<file path="config.mk">
export PLATFORM = sky130hd
export DESIGN_NAME = mult_seq_control_flat
export DESIGN_NICKNAME = d
export VERILOG_FILES = /design/src/rtl/mult_seq_control_if.sv /design/src/rtl/mult_seq_control.sv /design/src/flat_wrapper.sv
export SDC_FILE = /design/constraint.sdc
export NUM_CORES = 1
export LEC_CHECK = 0
export ABC_AREA = 0
export CELL_PAD_IN_SITES_DETAIL_PLACEMENT = 0
export CELL_PAD_IN_SITES_GLOBAL_PLACEMENT = 1
export CORE_ASPECT_RATIO = 1.2
export CORE_MARGIN = 8
export CORE_UTILIZATION = 37
export DETAILED_ROUTE_END_ITERATION = 10
export GPL_TIMING_DRIVEN = 0
export HOLD_SLACK_MARGIN = 0.1
export PLACE_DENSITY = 0.93
export SYNTH_ARGS = -nofsm -noshare
export SYNTH_HDL_FRONTEND = slang
export SYNTH_SLANG_ARGS = --single-unit
</file>
<file path="constraint.sdc">
create_clock -name Clk -period 2.4 [get_ports Clk]
set_input_delay 0.48 -clock Clk [delete_from_list [all_inputs] [get_ports Clk]]
set_output_delay 0.48 -clock Clk [all_outputs]
set_load 0.1 [all_outputs]
</file>
<file path="src/rtl/mult_seq_control_if.sv">
// Signal bundle between the shift-add multiplier sequencer and its surroundings
// (switch/button inputs, AddSub adder, hex-display drivers).
interface mult_seq_control_if #(
    parameter int WIDTH = 8
);
    logic             Run;
    logic             ClearA_LoadB;
    logic [WIDTH-1:0] Sw;
    logic [WIDTH-1:0] Ans_in;
    logic             X_in;
    logic             Add;
    logic             Sub;
    logic [WIDTH-1:0] Aval;
    logic [WIDTH-1:0] Bval;
    logic [WIDTH-1:0] Mval;
    logic             Xval;
    logic             Done;

    modport master (
        output Run, ClearA_LoadB, Sw, Ans_in, X_in,
        input  Add, Sub, Aval, Bval, Mval, Xval, Done
    );

    modport slave (
        input  Run, ClearA_LoadB, Sw, Ans_in, X_in,
        output Add, Sub, Aval, Bval, Mval, Xval, Done
    );
endinterface

</file>
<file path="src/rtl/mult_seq_control.sv">
// Sequencer for a signed WIDTH x WIDTH shift-add multiplier; product lands in {A,B}, sign in X.
// Optional MULT_SEQ_SKIP_EN: bypass the ADD state for multiplier bits that are zero.
module mult_seq_control #(
    parameter int WIDTH = 8
) (
    input  logic              Clk,
    input  logic              Reset,
    mult_seq_control_if.slave bus
);
    typedef enum logic [2:0] {IDLE, CLR, ADD, SHIFT, DONE} state_t;

    state_t           state;
    state_t           state_next;
    logic [3:0]       cnt;
    logic [WIDTH-1:0] a_reg;
    logic [WIDTH-1:0] b_reg;
    logic [WIDTH-1:0] m_reg;
    logic             x_reg;
    logic             add;
    logic             sub;
    logic             done;
    logic             last_bit;

    assign last_bit = (cnt == 4'(WIDTH - 1));

    // NOTE: every output of this block gets a default first, so no path can leave one unassigned and infer a latch.
    always_comb begin
        state_next = state;
        add        = 1'b0;
        sub        = 1'b0;
        done       = 1'b0;
        case (state)
            IDLE: begin
                if (bus.Run) state_next = CLR;
            end
            CLR: begin
`ifdef MULT_SEQ_SKIP_EN
                state_next = b_reg[0] ? ADD : SHIFT;
`else
                state_next = ADD;
`endif
            end
            ADD: begin
                state_next = SHIFT;
                // The top multiplier bit carries negative weight, so its partial product is subtracted.
                if (b_reg[0]) begin
                    if (last_bit) sub = 1'b1;
                    else          add = 1'b1;
                end
            end
            SHIFT: begin
                if (last_bit) begin
                    state_next = DONE;
                end else begin
`ifdef MULT_SEQ_SKIP_EN
                    state_next = b_reg[1] ? ADD : SHIFT;
`else
                    state_next = ADD;
`endif
                end
            end
            DONE: begin
                done = 1'b1;
                if (!bus.Run) state_next = IDLE;
            end
            default: state_next = IDLE;
        endcase
    end

    // NOTE: registered state uses non-blocking assignments so every register samples pre-edge values.
    always_ff @(posedge Clk) begin
        if (Reset) begin
            state <= IDLE;
            cnt   <= '0;
            a_reg <= '0;
            b_reg <= '0;
            m_reg <= '0;
            x_reg <= 1'b0;
        end else begin
            state <= state_next;
            case (state)
                IDLE: begin
                    if (bus.Run) begin
                        m_reg <= bus.Sw;
                    end else if (bus.ClearA_LoadB) begin
                        a_reg <= '0;
                        x_reg <= 1'b0;
                        b_reg <= bus.Sw;
                    end
                end
                CLR: begin
                    a_reg <= '0;
                    x_reg <= 1'b0;
                    cnt   <= '0;
                end
                ADD: begin
                    if (b_reg[0]) begin
                        a_reg <= bus.Ans_in;
                        x_reg <= bus.X_in;
                    end
                end
                SHIFT: begin
                    a_reg <= {x_reg, a_reg[WIDTH-1:1]};
                    b_reg <= {a_reg[0], b_reg[WIDTH-1:1]};
                    if (!last_bit) cnt <= cnt + 4'd1;
                end
                default: ;
            endcase
        end
    end

    assign bus.Add  = add;
    assign bus.Sub  = sub;
    assign bus.Done = done;
    assign bus.Aval = a_reg;
    assign bus.Bval = b_reg;
    assign bus.Mval = m_reg;
    assign bus.Xval = x_reg;
endmodule
</file>
<file path="src/flat_wrapper.sv">
// flat-port wrapper written by rule: the top's interface ports become plain ports
module mult_seq_control_flat 
#(
    parameter int WIDTH = 8
)
  (Clk, Reset, bus_Run, bus_ClearA_LoadB, bus_Sw, bus_Ans_in, bus_X_in, bus_Add, bus_Sub, bus_Aval, bus_Bval, bus_Mval, bus_Xval, bus_Done);
  mult_seq_control_if #(.WIDTH(WIDTH)) bus_i ();
  input  logic Clk;
  input  logic Reset;
  input wire logic [$bits(bus_i.Run)-1:0] bus_Run;
  input wire logic [$bits(bus_i.ClearA_LoadB)-1:0] bus_ClearA_LoadB;
  input wire logic [$bits(bus_i.Sw)-1:0] bus_Sw;
  input wire logic [$bits(bus_i.Ans_in)-1:0] bus_Ans_in;
  input wire logic [$bits(bus_i.X_in)-1:0] bus_X_in;
  output wire logic [$bits(bus_i.Add)-1:0] bus_Add;
  output wire logic [$bits(bus_i.Sub)-1:0] bus_Sub;
  output wire logic [$bits(bus_i.Aval)-1:0] bus_Aval;
  output wire logic [$bits(bus_i.Bval)-1:0] bus_Bval;
  output wire logic [$bits(bus_i.Mval)-1:0] bus_Mval;
  output wire logic [$bits(bus_i.Xval)-1:0] bus_Xval;
  output wire logic [$bits(bus_i.Done)-1:0] bus_Done;
  assign bus_i.Run = bus_Run;
  assign bus_i.ClearA_LoadB = bus_ClearA_LoadB;
  assign bus_i.Sw = bus_Sw;
  assign bus_i.Ans_in = bus_Ans_in;
  assign bus_i.X_in = bus_X_in;
  assign bus_Add = bus_i.Add;
  assign bus_Sub = bus_i.Sub;
  assign bus_Aval = bus_i.Aval;
  assign bus_Bval = bus_i.Bval;
  assign bus_Mval = bus_i.Mval;
  assign bus_Xval = bus_i.Xval;
  assign bus_Done = bus_i.Done;
  mult_seq_control #(.WIDTH(WIDTH)) u_core (.Clk(Clk), .Reset(Reset), .bus(bus_i));
endmodule
</file>
==> summary.md <==
| Metric | Value |
|---|---|
| Clock power share | `30.0%` |
| Final std cells w/o fill | `286` |
| Vias in the first global route | `1454` |
| Worst path top cell family by delay | `buffers and inverters` |
| Int Pwr | `931 µW` |
| Clk_skew | `0.00883 ns` |
| CP endpoint kind | `primary output` |
| Routed vias | `1483` |
| Largest net degree at the start of global routing | `11` |
| Area of the core | `0.00423 mm²` |
| H-tree levels | `2` |
| Sw Ratio | `35.4%` |
| Register area share after synthesis | `40.0%` |
| Critical R2R Launch | `u_core.state[1]` |
| IO Pins | `49` |
| Average size of a mapped cell | `9.16 µm²` |
| Layout cells sized above 1 | `13.0%` |
| Syn nets | `197` |
| Worst setup margin | `0.110 ns` |
| Die Wd | `76.1 µm` |
| Fill cell count | `420` |
| Synth Flop Type | `dfxtp_1` |
| # DRC | `0` |
| Max incr delay on CP | `1.16 ns` |
| Worst path depth | `1` |
| TritonCTS clock tree | `done` |
| PwrDens | `643 mW/mm²` |
| GR Overflow Total | `0` |
| GRT Overall Usage | `12.7%` |
| Total of max-cap violations | `0` |
| First-pass GRT wire length | `6960 µm` |
| Final core utilization | `53.0%` |
| Net Switching | `509 µW` |
| Inserted Clock Buffers | `5` |
| Yosys warns | `0` |
| Arr. time, crit path | `1.81 ns` |
| DRT Pass-1 Iters | `4` |
| # diodes | `0` |
| First DRT Iteration DRCs | `102` |
| Tmin final | `2.29 ns` |
| Lkg Pwr | `0.797 nW` |
| Reg power frac | `40.3%` |
| Hold Crit Class | `reg -> reg` |
| Number of synthesized register bits | `32` |
| Setup crit end | `bus_Aval[0]` |
| Worst endpoint required time | `1.92 ns` |
| Slew headroom | `33.7%` |
| Reg2reg path depth | `4` |
| Mapped Area | `0.00160 mm²` |
| Gpl congestion | `0.771` |
| Post-synth ARST share | `0%` |
| CTS sink cnt | `32` |
| Placement Rows | `26` |
| Final Power | `1.44 mW` |
| Number of buffers added on ports | `48` |
| Worst-margin pin slew | `0.992 ns` |
| Period utilization | `95.4%` |
| Die height | `88.1 µm` |
| # placed instances | `279` |
| Pre-CTS setup slack | `-0.376 ns` |
| Routed Wire Length | `4240 µm` |
| Root Buffer | `clkbuf_8` |
| R2r setup slk | `0.72 ns` |
| Startpoint types | `flop` |
| Routed vias/inst | `5.19` |
| Outcome | `finished, final reports clean` |
| Gate Count Post-Synth | `175` |
| RSZ-0062 raised after global routing | `no` |
| Worst path bufs/invs | `1` |
| Dpl hpwl | `3050 µm` |
| Largest fanout on the critical path | `3` |
| VDD IR-drop max | `0.284 mV` |
| Hold_ws | `0.456 ns` |
| Layout overhead on the synthesized area | `39.8%` |
| Fin. max-slew vios | `0` |
| Final hold vios | `0` |
| Routed WL per cell | `14.8 µm` |
| Clk_lat worst skew | `0.29 ns` |
| Clock transition at path regs | `0.06 ns` |
| EDFF count, synth | `0` |
| Seq. cell area | `641 µm²` |
| Die area | `0.00670 mm²` |
| Type of the worst setup path | `reg -> out` |
| Clock tree buffer depth | `2` |
| Initial Utilization | `37.9%` |
| Nets@finish | `251` |
| Logic pwr share | `29.7%` |
| Synth unique cells | `36` |
| CP Launch Point | `u_core.bus.Aval[0]` |
| Initial antenna violation count | `0` |
| Hold Buf Count CTS | `0` |
| Final setup fails | `0` |
| CP max stage cell | `clkdlybuf4s50_1` |
| Post-route ant nets | `0` |
| CP cell instances | `clkdlybuf4s50_1` |
| F_max | `0.437 GHz` |
| Multi-input logic area | `887 µm²` |
| RR Endpoint | `u_core.bus.Bval[7]` |
-- worst min-delay path by stage --
stage | end | cells after the start | startpoint
6_report | u_core.bus.Mval[5] | 2 | u_core.bus.Mval[5]
5_1_grt | u_core.bus.Mval[5] | 2 | u_core.bus.Mval[5]
4_1_cts | u_core.bus.Mval[5] | 2 | u_core.bus.Mval[5]
3_5_place_dp | u_core.bus.Mval[5] | 2 | u_core.bus.Mval[5]
3_3_place_gp | u_core.bus.Mval[1] | 2 | u_core.bus.Mval[1]
2_1_floorplan | u_core.cnt[1] | 2 | u_core.cnt[1]
-- kinds of logic after synthesis --
family	count (synthesis)	share of synthesized area, %
buf+inv	14	5.31
compound gates	41	17.1
flops	32	40.0
simple gates	64	21.9
fa+ha+maj	1	0.781
mux	23	15.0
-- metal layers --
| layer | vias to the layer above | wire length [µm] | GRT usage (%) |
|---|---|---|---|
| met1 | 702 | 1890 | 14.4 |
| met5 | - | 0 | 0 |
| li1 | 739 | - | - |
| met3 | 6 | 174 | 3.80 |
| met2 | 36 | 2120 | 21.9 |
| met4 | 0 | 61 | 5.25 |
-- state kept, by name, summed over array words and instances (netlist names) --
name	flops
u_core.bus.Aval	8
u_core.bus.Bval	8
u_core.bus.Mval	8
u_core.bus.Xval	1
u_core.cnt	4
u_core.state	3
-- cells in the mapped netlist (4+ instances only) --
cell / instances / area [µm²]
mux2i_1: 15 / 150
nor2_1: 6 / 22.5
nand3_1: 5 / 25.0
nand2b_1: 11 / 68.8
mux2_2: 8 / 90.1
dfxtp_1: 32 / 641
a211oi_1: 17 / 128
nand2_1: 27 / 101
a21oi_1: 13 / 65.1
clkbuf_1: 5 / 18.8
buf_4: 4 / 30.0
-- placed cells by master, fill, tap and decap left out, types with 2 or more instances in the layout --
cell type and count:
buf_4 4, nand3_1 5, a31oi_1 2, nand2b_1 11, nor2_2 2, nand2_1 27, a41oi_1 2, clkdlybuf4s50_1 44
a21oi_1 13, o21ai_0 2, dfxtp_1 32, mux2i_1 15, clkbuf_8 6, buf_6 2, a211oi_1 17, mux2_2 8
buf_2 2, clkbuf_1 6, nor2_1 4, and3b_1 2, clkbuf_4 3
-- power groups by stage --
stage	Combinational [mW]	Sequential [mW]	Clock [mW]
finish	0.427	0.580	0.433
global route	0.452	0.584	0.464
CTS	0.431	0.580	0.437
detailed placement	0.432	0.592	0
global placement	0.430	0.591	0
floorplan	0.136	0.767	0
-- area by class of cell --
| class | count | area share, % |
|---|---|---|
| multi-input combinational | 129 | 39.6 |
| sequential | 32 | 28.6 |
| timing repair buffer | 48 | 21.0 |
| clock buffer | 8 | 4.02 |
| buffer | 12 | 3.46 |
| tap | 56 | 3.13 |
| inverter | 1 | 0.168 |
-- through the flow --
step                      TNS, ns  area [µm²]
after floorplan            -0.416        1610
after global placement      -1.05        2160
after detailed placement    -1.08        2160
after global routing            0        2240
final                           0        2240
after CTS                       0        2240
-- repair_timing --
action | in CTS | in global routing
gates resized for setup | 16 | 3
endpoints found under the setup margin | 4 | 3
buffers inserted | 0 | 0
Note: power is estimated with default switching activity, not from simulation.
